--- src/rtl/join_fflop.sv ---
// Two-stream join: each 8-bit input is buffered in its own FIFO, matched heads are
// paired into {A, B} and emitted through a registered main+skid output stage.

module join_fflop_fifo #(
  parameter int Size  = 8,
  parameter int Depth = 4
) (
  input  logic            clk,
  input  logic            reset,
  input  logic            push_i,
  input  logic            pop_i,
  input  logic [Size-1:0] data_i,
  output logic [Size-1:0] data_o,
  output logic            full_o,
  output logic            empty_o
);
  localparam int PW = $clog2(Depth);
  localparam int CW = $clog2(Depth + 1);

  logic [Size-1:0] mem_q [Depth];
  logic [PW-1:0]   wr_q, wr_d, rd_q, rd_d;
  logic [CW-1:0]   cnt_q, cnt_d;

  assign full_o  = (cnt_q == CW'(Depth));
  assign empty_o = (cnt_q == '0);
  assign data_o  = mem_q[rd_q];

  always_comb begin
    wr_d  = wr_q;
    rd_d  = rd_q;
    cnt_d = cnt_q;
    if (push_i) wr_d = wr_q + PW'(1);
    if (pop_i)  rd_d = rd_q + PW'(1);
    if (push_i && !pop_i)      cnt_d = cnt_q + CW'(1);
    else if (!push_i && pop_i) cnt_d = cnt_q - CW'(1);
  end

  always_ff @(posedge clk or negedge reset) begin
    if (!reset) begin
      wr_q  <= '0;
      rd_q  <= '0;
      cnt_q <= '0;
    end else begin
      wr_q  <= wr_d;
      rd_q  <= rd_d;
      cnt_q <= cnt_d;
    end
  end

  // Storage needs no reset; occupancy alone says which entries are live.
  always_ff @(posedge clk) begin
    if (push_i) mem_q[wr_q] <= data_i;
  end
endmodule

module join_fflop #(
  parameter int Size  = 8,
  parameter int Depth = 4
) (
  input  logic              clk,
  input  logic              reset,
  input  logic [Size-1:0]   inp_a,
  input  logic              inp_aValid,
  output logic              inp_aRetry,
  input  logic [Size-1:0]   inp_b,
  input  logic              inp_bValid,
  output logic              inp_bRetry,
  output logic [2*Size-1:0] out,
  output logic              outValid,
  input  logic              outRetry,
  output logic [15:0]       pair_count
);
  logic              push_a, push_b, empty_a, empty_b, full_a, full_b;
  logic [Size-1:0]   head_a, head_b;
  logic              fire, pop;
  logic [2*Size-1:0] main_q, main_d, skid_q, skid_d;
  logic [1:0]        occ_q, occ_d;
  logic [15:0]       pair_q, pair_d;

  assign push_a = inp_aValid && !full_a;
  assign push_b = inp_bValid && !full_b;

  join_fflop_fifo #(.Size(Size), .Depth(Depth)) u_fifo_a (
    .clk(clk), .reset(reset), .push_i(push_a), .pop_i(fire), .data_i(inp_a),
    .data_o(head_a), .full_o(full_a), .empty_o(empty_a)
  );

  join_fflop_fifo #(.Size(Size), .Depth(Depth)) u_fifo_b (
    .clk(clk), .reset(reset), .push_i(push_b), .pop_i(fire), .data_i(inp_b),
    .data_o(head_b), .full_o(full_b), .empty_o(empty_b)
  );

  assign fire = !empty_a && !empty_b && (occ_q != 2'd2);
  assign pop  = (occ_q != 2'd0) && !outRetry;

  always_comb begin
    main_d = main_q;
    skid_d = skid_q;
    occ_d  = occ_q;
    pair_d = pair_q;
    if (pop) begin
      pair_d = pair_q + 16'd1;
      if (occ_q == 2'd2) main_d = skid_q;
    end
    // A new pair goes to main only when main is (or is becoming) free with skid empty.
    if (fire) begin
      if (occ_q == 2'd0 || (occ_q == 2'd1 && pop)) main_d = {head_a, head_b};
      else                                         skid_d = {head_a, head_b};
    end
    case ({fire, pop})
      2'b10:   occ_d = occ_q + 2'd1;
      2'b01:   occ_d = occ_q - 2'd1;
      default: occ_d = occ_q;
    endcase
  end

  always_ff @(posedge clk or negedge reset) begin
    if (!reset) begin
      main_q <= '0;
      skid_q <= '0;
      occ_q  <= '0;
      pair_q <= '0;
    end else begin
      main_q <= main_d;
      skid_q <= skid_d;
      occ_q  <= occ_d;
      pair_q <= pair_d;
    end
  end

  assign out        = main_q;
  assign outValid   = (occ_q != 2'd0);
  assign inp_aRetry = full_a;
  assign inp_bRetry = full_b;
  assign pair_count = pair_q;
endmodule

--- config.mk ---
export PLATFORM = sky130hd
export DESIGN_NAME = join_fflop
export DESIGN_NICKNAME = d
export VERILOG_FILES = /design/src/rtl/join_fflop.sv
export SDC_FILE = /design/constraint.sdc
export NUM_CORES = 1
export LEC_CHECK = 0
export ABC_AREA = 1
export BUFFER_PORTS_ARGS = -buffer_cell sky130_fd_sc_hd__buf_4
export CAP_MARGIN = 20
export CORE_UTILIZATION = 45
export CTS_BUF_LIST = sky130_fd_sc_hd__clkbuf_16
export DETAILED_ROUTE_END_ITERATION = 8
export PLACE_DENSITY_LB_ADDON = 0.12
export SYNTH_ARGS = -nofsm -noshare
export SYNTH_HDL_FRONTEND = slang
export SYNTH_HIERARCHICAL = 1
export SYNTH_SLANG_ARGS = --single-unit
export TNS_END_PERCENT = 30
--- constraint.sdc ---
create_clock -name clk -period 3.2 [get_ports clk]
set_input_delay 0.64 -clock clk [delete_from_list [all_inputs] [get_ports clk]]
set_output_delay 0.64 -clock clk [all_outputs]
set_load 0.05 [all_outputs]
After elaboration in Yosys (flattened, before gate mapping). Memory sizes are Yosys's and may differ from the RTL's. Index checks and enable logic that the tools add are counted.

Bits in registers: 64. RAM bits: 64. Input bits: 21. Output and inout port bits: 35. Logic and storage cells: 71. Memories kept: 2.

Memories: u_fifo_a.mem_q (words 4, width 8, read ports 1, clocked after Yosys merged registers in 0, wr ports 1, line 20) `logic [Size-1:0] mem_q [Depth];`; u_fifo_b.mem_q (words 4, width 8, read ports 1, clocked after Yosys merged registers in 0, wr ports 1, line 20).

Add/sub/neg operators: 11. Equal/unequal tests: 7. Mux-type cells: 13. Bitwise logic cells: 1. Reductions and logical operators: 27.

Operators by type and width (number): $mux 16 (4); $add 16x1->16 const B (1); $mux 3 (4); $add 2x1->2 const B (5); $logic_and 1x1->1 (10); $logic_not 1->1 (8); $reduce_bool 2->1 (4); $add 3x1->3 const B (2); $eq 3x3->1 const B (2); $logic_not 3->1 (2); $sub 3x1->3 const B (2); $eq 2x1->1 const B (2); $eq 2x2->1 const B (2); $mux 1 (4); $pmux 2 s2 (1); $logic_not 2->1 (1); $ne 2x2->1 const B (1); $reduce_and 2->1 (1); $sub 2x1->2 const B (1); $logic_or 1x1->1 (1); $not 1->1 (1).

Longest topological paths before layout.
Depth after elaboration: 7. Depth in mapped cells: 13. Depth with buffers taken out: 12.

Modules after synthesis. Netlist, hierarchy kept.

Modules (own cells, without submodules): join_fflop_fifo (instances 2, cells each 141, area an instance 1706.6 µm², seq. area each 1136.1 µm²); join_fflop (instances 1, cells each 279, area an instance 2472.4 µm², seq. area each 1251.2 µm²).

Least setup slack after synthesis. No wires, ideal clock.

Path kind: register to register. From: reg u_fifo_a.cnt_q[0]. To: reg u_fifo_a.cnt_q[1]. Library setup time: 0.117 ns. Arrival time: 2.587 ns. Required time: 3.083 ns. Path slack: 0.496 ns. Cell stages (with the launch flop): 8. Buffers on the path: 0. Clock period less this slack: 2.704 ns. Cell sequence: dfrtp_1 nor3_1 nor2_1 ha_1 inv_1 fa_1 nand2_1 nand2_1.

Elaborated cells between the ends (all ways): 16. Those cells by class: add/sub: 2; eq/ne: 1; mux: 2; reduce/logical: 11.

RTL lines: from (decl) (line 22) `logic [CW-1:0] cnt_q, cnt_d;`; from (signal assigned) (line 46) `cnt_q <= cnt_d;`; $eq 3x3->1 (line 24) `assign full_o = (cnt_q == CW'(Depth));`; net inp_aRetry (line 64) `output logic inp_aRetry,`; $logic_not 1->1 (line 80) `assign push_a = inp_aValid && !full_a;`; $logic_and 1x1->1 (line 80); net push_a (line 73) `logic push_a, push_b, empty_a, empty_b, full_a, full_b;`; $logic_and 1x1->1 (line 34) `if (push_i && !pop_i) cnt_d = cnt_q + CW'(1);`; $mux 3 (line 34); net u_fifo_a.cnt_d[1] (line 22).

The timed path passes the listed nets, and every way through them passes these cells. The select of a mux whose other input is x is not followed. A chain may end at the register's enable or synchronous reset.

Final worst setup path.
From: reg occ_q[0]. To: reg u_fifo_b.cnt_q[1].

Longest elaborated chain between the ends: 5. Elaborated cells between the ends (all ways): 7. Those cells by class: eq/ne: 1; mux: 1; reduce/logical: 5.

Ends and longest elaborated chain: from (decl) (line 77) `logic [1:0] occ_q, occ_d;`; from (signal assigned) (line 121) `occ_q <= '0;`; from (signal assigned) (line 126) `occ_q <= occ_d;`; $ne 2x2->1 (line 93) `assign fire = !empty_a && !empty_b && (occ_q != 2'd2);`; $logic_and 1x1->1 (line 93); net fire (line 75) `logic fire, pop;`; $logic_not 1->1 (line 34); $logic_and 1x1->1 (line 34); $mux 3 (line 34); net u_fifo_b.cnt_d[1] (line 22); to (signal assigned) (line 46); to (decl) (line 22).

The timed path passes the listed nets, and every way through them passes these cells.

==> metrics.md <==
| Metric | Value |
|---|---|
| Final #Nets | `652` |
| Vias in the first global route | `around 3,700` |
| Slew Limit Fails | `0` |
| Final Cycle Share | `0.776` |
| Residual DRC | `0` |
| RSZ-0062 raised after global routing | `false` |
| Startpoint class of the critical path | `flop` |
| Slowest stage delay, CP | `0.47 ns` |
| Final antenna-violating net count | `0` |
| WL final | `10,700 um` |
| H-tree level count | `4` |
| Crit-path slowest cell | `nor3_4` |
| CP bufs+invs | `3` |
| Die W | `between 100 and 150 um` |
| Unique masters post-synth | `29` |
| #FFs+latches synth | `128` |
| Post-CTS Resized | `0` |
| Longest Clk Path Bufs | `2` |
| TritonCTS clock tree | `yes` |
| CTS Buf Count | `17` |
| CP Class | `flop to flop` |
| Largest net degree at the start of global routing | `65` |
| Power density cells | `1110 nW/um2` |
| Area after DPL | `6340 um2` |
| Avg WL per Cell | `between 10 and 15 um` |
| Min cycle time layout | `2.48 ns` |
| Initial drt markers | `approximately 210` |
| Fin Setup TNS | `0 ns` |
| Final setup violation count | `0` |
| CTS root buf | `clkbuf_16` |
| 1st-pass router iterations | `5` |
| Starting Density | `0.465` |
| Antenna violations before repair | `0` |
| Cell breakdown of the critical path | `inv_1 -> ha_1 -> nor3_4 -> inv_1 -> ha_1 -> inv_1 -> fa_1 -> nand2_1 -> nand2_1` |
| Area of the core | `12,700 um2` |
| Vias per inst | `around 4.7` |
| Post-synthesis cell count | `561` |
| Detailed placer's ending HPWL | `7150 um` |
| Row count | `between 40 and 50` |
| Crit path top cell by count | `inv_1` |
| Worst reg2reg path depth | `9` |
| Hold violation count in the final report | `0` |
| Worst endpoint required time | `3.50 ns` |
| Die area | `~14,000 um2` |
| DIE HEIGHT | `116 um` |
| Number of hold buffers added after CTS | `0` |
| Routed vias | `3,786` |
| All-Layer GR Usage | `0.177` |
| I/O Pins | `56` |
| Crit-path leading delay family | `adder cells` |
| Max_slew headroom | `0.335` |
| Status | `completed` |
| Fillers | `1,138` |
| Clk sink count | `128` |
| Sequential-to-total area share from yosys stat | `0.599` |
| Worst-path fanout max | `18` |
| Fraction of layout cells with a size suffix above 1 | `0.191` |
| Fmax achieved | `between 400 and 500 MHz` |
| Top FF cell, synth | `edfxtp_1` |
| Reg2reg setup slack | `0.72 ns` |
| Reg clk slew, reported paths | `0.06 ns` |
| Gr ovfl total | `0` |
| Yosys warnings | `6` |
| Number of synthesized flops with an enable pin | `64` |
| GPL Wtd Cong | `0.756` |
| Reg-to-reg endpoint | `u_fifo_b/cnt_q[1]` |
| Synth Cell Area | `5890 um2` |
| Antenna Cells | `0` |
| Worst R2R Start | `occ_q[0]` |
| Syn_area_per_cell | `10.5 um2` |
| Setup bufs post-CTS | `0` |
| P&R area growth vs syn | `16.9%` |
| First-pass GRT wire length | `17,800 um` |
| Net Count, Synth | `~600` |
| Worst min-delay path category | `input port to asynchronous set/reset pin` |
| Worst slew pin tran | `0.998 ns` |
| Peak VDD IR | `0.000587 V` |
| Port Buffers | `55` |
| Static leakage | `0.00324 uW` |
| CP Capture Type | `flop` |
| Min Hold Slack | `between 0.3 and 0.4 ns` |
| Worst EP arrival | `~2.8 ns` |
| Design area | `6880 um2` |
| Final Skew | `0.00843 ns` |
| Worst skew pair latency | `roughly 0.42 ns` |
| Max-Cap Viols | `0` |
| Share of flip-flops with an asynchronous set or reset | `0.500` |
==> where the power goes <==
part,internal (uW),leakage (uW),switching [uW]
clock,1110,0.000289,647
sequential,2290,0.00136,455
combinational,1050,0.00159,2080
==> logic make-up after synthesis <==
| group | Yosys count | synth area share |
|---|---|---|
| fa+ha+maj | 17 | 0.0387 |
| compound gates | 68 | 0.0867 |
| xor+xnor | 20 | 0.0298 |
| buf+inv | 116 | 0.0923 |
| flops | 128 | 0.599 |
| simple gates | 212 | 0.154 |
==> how the worst max path moves through the flow <==
stage | from | cells past startpoint | end
after floorplan | u_fifo_a/cnt_q[0] | 7 | u_fifo_a/cnt_q[1]
after global placement | occ_q[0] | 9 | u_fifo_b/cnt_q[1]
after detailed placement | occ_q[0] | 9 | u_fifo_b/cnt_q[1]
after CTS | occ_q[0] | 9 | u_fifo_b/cnt_q[1]
after global routing | occ_q[0] | 11 | u_fifo_a/cnt_q[2]
final | occ_q[0] | 9 | u_fifo_b/cnt_q[1]
==> cells in the mapped netlist, types with 2 or more instances <==
master    number  share of area
o21ai_2       16          0.024
clkbuf_2       2         0.0017
xor2_1        13          0.019
ha_1          15          0.032
inv_4          2         0.0021
nor2_2         3         0.0032
nand2_1      130          0.083
buf_2          8         0.0068
nor3_1         5         0.0043
o21ai_0        2         0.0017
o211ai_2       2         0.0043
inv_2          2         0.0013
inv_1         89          0.057
fa_1           2         0.0068
nand4_1        5         0.0053
nand3_1       25          0.021
buf_6         12          0.023
o211ai_1      30          0.038
nor2_1        29          0.018
xnor2_1        7          0.010
a31oi_1       16          0.017
dfrtp_1       64           0.27
nand2_2       12          0.013
edfxtp_1      64           0.33
o21ai_1        2         0.0017
==> metal layers <==
metal / part of all wire / GRT usage / wire length [um]
met3: 0.037 / 0.0441 / 394
met5: 0 / 0 / 0
met1: 0.50 / 0.246 / 5340
met2: 0.44 / 0.258 / 4750
met4: 0.021 / 0.0897 / 224
==> area by class of cell <==
type / count / area (um2) / area share
Sequential cell: 128 / 3520 / 0.512
Multi-Input combinational cell: 317 / 1820 / 0.264
Timing Repair Buffer: 57 / 428 / 0.0622
Clock buffer: 17 / 425 / 0.0618
Inverter: 93 / 354 / 0.0515
Tap cell: 172 / 215 / 0.0313
Clock inverter: 15 / 115 / 0.0167
==> registers in the layout, indices dropped and copies added (netlist names) <==
signal / flops
u_fifo_b/mem_q: 32
pair_count: 16
u_fifo_b/rd_q: 2
u_fifo_b/cnt_q: 3
occ_q: 2
out: 16
u_fifo_a/mem_q: 32
u_fifo_a/rd_q: 2
u_fifo_b/wr_q: 2
u_fifo_a/cnt_q: 3
u_fifo_a/wr_q: 2
skid_q: 16
==> cell usage in the layout, fill, tap and decap left out, types with 5 or more instances in the layout <==
cell type  netlist  routed
nand2_1        130     130
inv_1           89      94
dfrtp_1         64      64
edfxtp_1        64      64
buf_4            0      57
o211ai_1        30      30
nor2_1          29      29
nand3_1         25      25
clkbuf_16        0      17
a31oi_1         16      16
o21ai_2         16      16
ha_1            15      15
xor2_1          13      13
nand2_2         12      12
xnor2_1          7       7
nor3_1           5       5
nand4_1          5       5
clkinv_2         0       5
==> through the flow <==
step / utilization / total power, uW / cells / setup slack, ns
detailed placement: 0.500 / 5920 / 767 / 0.757
finish: 0.543 / 7630 / 799 / 0.716
floorplan: - / 5290 / 561 / 0.496
global route: 0.543 / 8210 / 799 / 0.511
global placement: 0.500 / 5810 / 767 / 0.872
CTS: 0.543 / 7700 / 799 / 0.728
No activity file was read; power rests on OpenSTA's default activity.
